<file path="src/rtl/sram_pkg.sv">
`default_nettype none
// +----------------------------------------------------------------------------+
// | sram_pkg: shared types, widths and address helpers for the SRAM sequencer  |
// | Revision: 1.0                                                              |
// +----------------------------------------------------------------------------+
package sram_pkg;

  typedef enum logic [1:0] {
    ST_IDLE  = 2'd0,
    ST_READ  = 2'd1,
    ST_WRITE = 2'd2,
    ST_DONE  = 2'd3
  } state_t;

  localparam int unsigned c_addr_base_default = 1024;
  localparam int          c_sram_aw           = 18;
  localparam int          c_sram_dw           = 16;
  localparam int          c_read_phases       = 4;
  localparam int          c_write_phases      = 2;

  // Line reads start on an 8-byte boundary, word writes on a 4-byte boundary.
  function automatic logic [c_sram_aw-1:0] read_base(input logic [31:0] address,
                                                     input logic [31:0] base);
    logic [31:0] off;
    off = address - base;
    return {off[18:3], 2'b00};
  endfunction

  function automatic logic [c_sram_aw-1:0] write_base(input logic [31:0] address,
                                                      input logic [31:0] base);
    logic [31:0] off;
    off = address - base;
    return {off[18:2], 1'b0};
  endfunction

endpackage
`default_nettype wire

</file>
<file path="src/rtl/sram_phase_timer.sv">
`default_nettype none
// +----------------------------------------------------------------------------+
// | sram_phase_timer: wait-state counter and phase counter for SRAM accesses   |
// | Revision: 1.0                                                              |
// +----------------------------------------------------------------------------+
module sram_phase_timer #(
  parameter int unsigned WAIT_CYCLES = 4
) (
  input  logic       clk,
  input  logic       rst,
  input  logic       start,
  input  logic       enable,
  input  logic [2:0] num_phases,
  output logic [3:0] wait_cnt,
  output logic [1:0] phase_cnt,
  output logic       last_cycle_of_phase,
  output logic       last_phase_done
);

  localparam logic [3:0] c_wait_last = 4'(WAIT_CYCLES - 1);

  logic [3:0] r_wait;
  logic [1:0] r_phase;

  always_ff @(posedge clk or posedge rst) begin
    if (rst) begin
      r_wait  <= '0;
      r_phase <= '0;
    end else if (start) begin
      r_wait  <= '0;
      r_phase <= '0;
    end else if (enable) begin
      if (r_wait == c_wait_last) begin
        r_wait  <= '0;
        r_phase <= r_phase + 2'd1;
      end else begin
        r_wait  <= r_wait + 4'd1;
      end
    end
  end

  assign wait_cnt            = r_wait;
  assign phase_cnt           = r_phase;
  assign last_cycle_of_phase = enable && (r_wait == c_wait_last);
  assign last_phase_done     = last_cycle_of_phase && (r_phase == 2'(num_phases - 3'd1));

endmodule
`default_nettype wire

</file>
<file path="src/rtl/sram_controller.sv">
`default_nettype none
// +----------------------------------------------------------------------------+
// | sram_controller: splits 64-bit reads / 32-bit writes into 16-bit SRAM phases |
// | Revision: 1.0                                                              |
// +----------------------------------------------------------------------------+
module sram_controller
  import sram_pkg::*;
#(
  parameter int unsigned WAIT_CYCLES = 4,
  parameter int unsigned ADDR_BASE   = c_addr_base_default
) (
  input  logic        clk,
  input  logic        rst,
  input  logic        rd_en,
  input  logic        wr_en,
  input  logic [31:0] address,
  input  logic [31:0] write_data,
  output logic [63:0] read_data,
  output logic        ready,
  output logic [17:0] sram_addr,
  output logic [15:0] sram_dq_out,
  output logic        sram_dq_oe,
  input  logic [15:0] sram_dq_in,
  output logic        sram_ce_n,
  output logic        sram_oe_n,
  output logic        sram_we_n,
  output logic        sram_ub_n,
  output logic        sram_lb_n
);

  // we_n must be high in the final cycle of a phase; it is set one cycle ahead.
  localparam logic [3:0] c_we_rise = 4'(WAIT_CYCLES - 2);

  state_t      r_state, w_state_next;
  logic [31:0] r_wdata;
  logic [63:0] r_read_data;
  logic        r_ready,  w_ready_next;
  logic [17:0] r_addr,   w_addr_next;
  logic [15:0] r_dq_out, w_dq_out_next;
  logic        r_dq_oe,  w_dq_oe_next;
  logic        r_ce_n,   w_ce_n_next;
  logic        r_oe_n,   w_oe_n_next;
  logic        r_we_n,   w_we_n_next;
  logic        r_bn,     w_bn_next;

  logic        w_start, w_enable;
  logic [2:0]  w_num_phases;
  logic [3:0]  w_wait_cnt;
  logic [1:0]  w_phase_cnt;
  logic        w_last_cycle, w_last_phase;

  assign w_start      = (r_state == ST_IDLE);
  assign w_enable     = (r_state == ST_READ) || (r_state == ST_WRITE);
  assign w_num_phases = (r_state == ST_WRITE) ? 3'(c_write_phases) : 3'(c_read_phases);

  sram_phase_timer #(
    .WAIT_CYCLES (WAIT_CYCLES)
  ) u_timer (
    .clk                 (clk),
    .rst                 (rst),
    .start               (w_start),
    .enable              (w_enable),
    .num_phases          (w_num_phases),
    .wait_cnt            (w_wait_cnt),
    .phase_cnt           (w_phase_cnt),
    .last_cycle_of_phase (w_last_cycle),
    .last_phase_done     (w_last_phase)
  );

  always_ff @(posedge clk or posedge rst) begin
    if (rst) r_state <= ST_IDLE;
    else     r_state <= w_state_next;
  end

  // Pin values are computed for the coming cycle so every output is a flop.
  always_comb begin
    w_state_next  = r_state;
    w_ready_next  = 1'b0;
    w_addr_next   = '0;
    w_dq_out_next = '0;
    w_dq_oe_next  = 1'b0;
    w_ce_n_next   = 1'b1;
    w_oe_n_next   = 1'b1;
    w_we_n_next   = 1'b1;
    w_bn_next     = 1'b1;
    case (r_state)
      ST_IDLE: begin
        if (rd_en) begin
          w_state_next = ST_READ;
          w_addr_next  = read_base(address, 32'(ADDR_BASE));
          w_ce_n_next  = 1'b0;
          w_oe_n_next  = 1'b0;
          w_bn_next    = 1'b0;
        end else if (wr_en) begin
          w_state_next  = ST_WRITE;
          w_addr_next   = write_base(address, 32'(ADDR_BASE));
          w_dq_out_next = write_data[15:0];
          w_dq_oe_next  = 1'b1;
          w_ce_n_next   = 1'b0;
          w_we_n_next   = 1'b0;
          w_bn_next     = 1'b0;
        end
      end
      ST_READ: begin
        if (w_last_phase) begin
          w_state_next = ST_DONE;
          w_ready_next = 1'b1;
        end else begin
          w_addr_next = r_addr + {17'd0, w_last_cycle};
          w_ce_n_next = 1'b0;
          w_oe_n_next = 1'b0;
          w_bn_next   = 1'b0;
        end
      end
      ST_WRITE: begin
        if (w_last_phase) begin
          w_state_next = ST_DONE;
          w_ready_next = 1'b1;
        end else begin
          w_addr_next   = r_addr + {17'd0, w_last_cycle};
          w_dq_out_next = w_last_cycle ? r_wdata[31:16] : r_dq_out;
          w_dq_oe_next  = 1'b1;
          w_ce_n_next   = 1'b0;
          w_we_n_next   = (w_wait_cnt == c_we_rise) && !w_last_cycle;
          w_bn_next     = 1'b0;
        end
      end
      ST_DONE: w_state_next = ST_IDLE;
      default: w_state_next = ST_IDLE;
    endcase
  end

  always_ff @(posedge clk or posedge rst) begin
    if (rst) begin
      r_wdata     <= '0;
      r_read_data <= '0;
      r_ready     <= 1'b0;
      r_addr      <= '0;
      r_dq_out    <= '0;
      r_dq_oe     <= 1'b0;
      r_ce_n      <= 1'b1;
      r_oe_n      <= 1'b1;
      r_we_n      <= 1'b1;
      r_bn        <= 1'b1;
    end else begin
      r_ready  <= w_ready_next;
      r_addr   <= w_addr_next;
      r_dq_out <= w_dq_out_next;
      r_dq_oe  <= w_dq_oe_next;
      r_ce_n   <= w_ce_n_next;
      r_oe_n   <= w_oe_n_next;
      r_we_n   <= w_we_n_next;
      r_bn     <= w_bn_next;
      if ((r_state == ST_IDLE) && !rd_en && wr_en)
        r_wdata <= write_data;
      if ((r_state == ST_READ) && w_last_cycle)
        r_read_data[{w_phase_cnt, 4'b0000} +: 16] <= sram_dq_in;
    end
  end

  assign read_data   = r_read_data;
  assign ready       = r_ready;
  assign sram_addr   = r_addr;
  assign sram_dq_out = r_dq_out;
  assign sram_dq_oe  = r_dq_oe;
  assign sram_ce_n   = r_ce_n;
  assign sram_oe_n   = r_oe_n;
  assign sram_we_n   = r_we_n;
  assign sram_ub_n   = r_bn;
  assign sram_lb_n   = r_bn;

endmodule
`default_nettype wire
</file>
<file path="config.mk">
export PLATFORM = sky130hd
export DESIGN_NAME = sram_controller
export DESIGN_NICKNAME = d
export VERILOG_FILES = /design/src/rtl/sram_pkg.sv /design/src/rtl/sram_phase_timer.sv /design/src/rtl/sram_controller.sv
export SDC_FILE = /design/constraint.sdc
export NUM_CORES = 1
export LEC_CHECK = 0
export BUFFER_PORTS_ARGS = -buffer_cell sky130_fd_sc_hd__buf_2
export CORE_MARGIN = 5
export CORE_UTILIZATION = 48
export CTS_BUF_LIST = sky130_fd_sc_hd__clkbuf_2
export DETAILED_ROUTE_END_ITERATION = 8
export HOLD_SLACK_MARGIN = 0.08
export MAX_ROUTING_LAYER = met4
export PLACE_DENSITY_LB_ADDON = 0.15
export SYNTH_ARGS = -nofsm -noshare
export SYNTH_HDL_FRONTEND = slang
export SYNTH_SLANG_ARGS = --single-unit
</file>
<file path="constraint.sdc">
create_clock -name clk -period 4.9 [get_ports clk]
set_clock_uncertainty 0.2 [all_clocks]
set_input_delay 1.225 -clock clk [delete_from_list [all_inputs] [get_ports clk]]
set_output_delay 1.225 -clock clk [all_outputs]
set_load 0.02 [all_outputs]
</file>
==> results.md <==
- Status: complete, no violations
- Post-CTS Hold Fix Bufs: 0
- Dpl cell area: between 6000 and 7000 um^2
- Clock Latency Late Sink: 0.69 ns
- Fillcell total: about 1,100
- Nets: around 840
- Gr ovfl total: 0
- CTS H-tree lvls: 4
- Multi-input logic area: approximately 2400 um^2
- Vias per cell: approximately 5.4
- Kind of critical path: reg2reg
- Crit path buf inv count: 2
- Worst r2r src: r_state[1]$_DFFE_PP0P_
- Synthesized cell area: 5820 um^2
- CTS tree: done
- DRT Pass-1 Iters: 5
- Flops & latches, synth: 127
- Drt wl/cell: between 15 and 20 um
- Buffers on Ports: between 150 and 200
- Initial antenna violation count: 1
- Worst r2r path cells: 6
- Via count: approximately 5,000
- Die Ht: 120 um
- Largest net degree at the start of global routing: 73
- LEAKAGE: approximately 3.6 nW
- IR drop worst, VDD: 0.000294 V
- Die Span X: ~120 um
- Worst hold stages: 2
- PostCTS Resize Cnt: 0
- Num ports: around 190
- CP peak stage delay: around 0.73 ns
- CP Cell Sequence: inv_1 -> ha_1 -> nor4bb_1 -> buf_4 -> nand3_1 -> o21ai_0
- CP max-delay cell: nand3_1
- HP Start: read_data[20]$_DFFE_PP0P_
- Hold Crit Class: reg2reg
- Setup TNS: 0 ns
- Dpl cells: between 800 and 900
- Final Util: 0.583
- Final Max Slew Viols: 0
- WP data arrival: between 3 and 4 ns
- Overall power: between 3 and 4 mW
- Final Cell Area: 6970 um^2
- Mapped Avg Cell Area: 9.99 um^2
- Die area: approximately 14,000 um^2
- Syn_nets: between 600 and 700
- Final hold vios: 0
- Final cell count without fillers: roughly 910
- First DRT Iteration DRCs: 414
- Rel. slew slack: 0.219
- Register-to-register setup slack: 1.94 ns
- Dpl hpwl: 10,900 um
- CTS Root Cell: clkbuf_2
- Clock transition at path regs: around 0.17 ns
- Synth Flop Type: dfrtp_1
- Delay-heaviest family, CP: simple AND/OR/NAND/NOR gates
- Ys async rst share: 1.00
- Worst Setup End Kind: register
- First-pass GRT wire length: around 24,000 um
- Worst Tran Pin Value: between 1 and 1.5 ns
- CP Max Fanout: 32
- Reg-to-reg endpoint: read_data[8]$_DFFE_PP0P_
- Final wirelength: 15,000 um
- Core outline area: 12,000 um^2
- Max Clk Rate: approximately 0.34 GHz
- RePlAce Congestion: 0.864
- Unrepaired setup endpoints after global routing: no
- Setup Fix Bufs, Post-CTS: 0
- Number of cell rows: 40
- Yosys warnings: 0
- Pre-CTS setup slack: 1.86 ns
- Final WS setup: ~1.9 ns
- All-Layer GR Usage: 0.220
- Syn Inst Count: roughly 580
- Startpoint Class: register
- Pwr dens: 532 nW/um^2
- DRC viols: 0
- Tmin final: slightly below 3 ns
- CTS Buf Count: 17
- Final antenna-violating net count: 0
- Max-cap viol count: 0
- Req. time, crit path: around 5.3 ns
- WHS: 0.295 ns
- Initial Util: 0.486
- Share of cells above drive strength 1: 0.306
- Area Overhead vs Synth: 19.9%
- Reg area: ~3200 um^2
- Final period utilization: 0.605
- Clock buffer depth: 2
- Distinct cells, synth: 56
- Final setup violating endpoints: 0
- Clk sinks: between 100 and 150
- Register area share after synthesis: 0.547
- Post-synth EDFFs: 0
- Hold Path End: read_data[20]$_DFFE_PP0P_
- Vias in the first global route: between 4,000 and 5,000
## final cells by class
type	count	area share
Timing Repair Buffer	176	0.129
Sequential cell	127	0.456
Inverter	15	0.00844
Tap cell	147	0.0264
Multi-Input combinational cell	409	0.350
Antenna cell	1	0.000359
Clock buffer	21	0.0151
Clock inverter	10	0.0138
## report_power, final
part | switching, mW | total, mW | leakage, nW | internal (mW)
Sequential | 0.231 | 1.59 | 1.57 | 1.36
Combinational | 0.980 | 1.52 | 1.89 | 0.538
Clock | 0.369 | 0.599 | 0.140 | 0.230
Total | 1.58 | 3.71 | 3.60 | 2.13
## tightest hold or removal path, delay by kind of cell (launching register included)
kind | cells | cell delay, ns
AND/OR/NAND/NOR | 1 | 0.04
AO/OA/AOI/OAI | 1 | 0.06
flip-flops | 1 | 0.38
## layout by cell type (no fill, tap or decap), types with 6 or more instances in the layout
master / count
a21o_1: 16
and4_1: 6
nand3_1: 15
nor2_1: 15
xor2_1: 9
nand4_1: 8
inv_1: 14
o21ai_0: 77
xnor2_1: 8
nand2_1: 143
clkbuf_2: 21
ha_1: 14
mux2_2: 16
dfrtp_1: 124
a22o_1: 16
buf_2: 173
## flip-flops by register name, indices dropped and copies added (netlist names)
register	count
sram_dq_oe	1
u_timer.wait_cnt	4
sram_we_n	1
r_wdata	16
ready	1
read_data	64
sram_lb_n	1
sram_oe_n	1
sram_dq_out	16
r_state	2
sram_addr	18
u_timer.phase_cnt	2
## routing by layer
layer / GRT usage / share of wire
met4: 0.0895 / 0.022
met3: 0.0495 / 0.052
met2: 0.363 / 0.50
met1: 0.262 / 0.42
met5: - / 0
## worst max path at each step
stage	startpoint	cells after the start	slack [ns]	to
final	r_state[1]$_DFFE_PP0P_	6	1.94	read_data[8]$_DFFE_PP0P_
after CTS	r_state[1]$_DFFE_PP0P_	6	1.95	read_data[8]$_DFFE_PP0P_
after global routing	r_state[1]$_DFFE_PP0P_	7	1.53	read_data[8]$_DFFE_PP0P_
after global placement	address[10]	5	1.89	sram_addr[16]$_DFF_PP0_
after detailed placement	address[10]	5	1.86	sram_addr[16]$_DFF_PP0_
after floorplan	rst	1	0.1	r_state[0]$_DFFE_PP0P_
## synthesized netlist by cell type (4+ instances only)
cell type | count | share of area
nor2_1 | 15 | 0.0097
inv_1 | 15 | 0.0097
nand4_1 | 8 | 0.0086
clkbuf_1 | 22 | 0.014
a211o_1 | 4 | 0.0060
and4_1 | 6 | 0.0090
dfrtp_1 | 124 | 0.53
a21o_1 | 16 | 0.021
a22o_1 | 16 | 0.024
buf_2 | 5 | 0.0043
ha_1 | 14 | 0.030
o21ai_0 | 77 | 0.066
o22ai_1 | 5 | 0.0054
nand3_1 | 15 | 0.013
xor2_1 | 9 | 0.014
mux2_2 | 16 | 0.031
a31oi_1 | 4 | 0.0043
a21oi_1 | 4 | 0.0034
nand2_1 | 143 | 0.092
nor3_1 | 6 | 0.0052
xnor2_1 | 8 | 0.012
## kinds of logic after synthesis
group	Yosys count	share of synthesized area
AO/OA/AOI/OAI	145	0.161
multiplexers	17	0.0327
buffers and inverters	46	0.0340
XOR/XNOR	17	0.0256
adder cells (fa/ha/maj)	14	0.0301
AND/OR/NAND/NOR	216	0.170
flip-flops	127	0.547
Note: power is estimated with default switching activity, not from simulation.
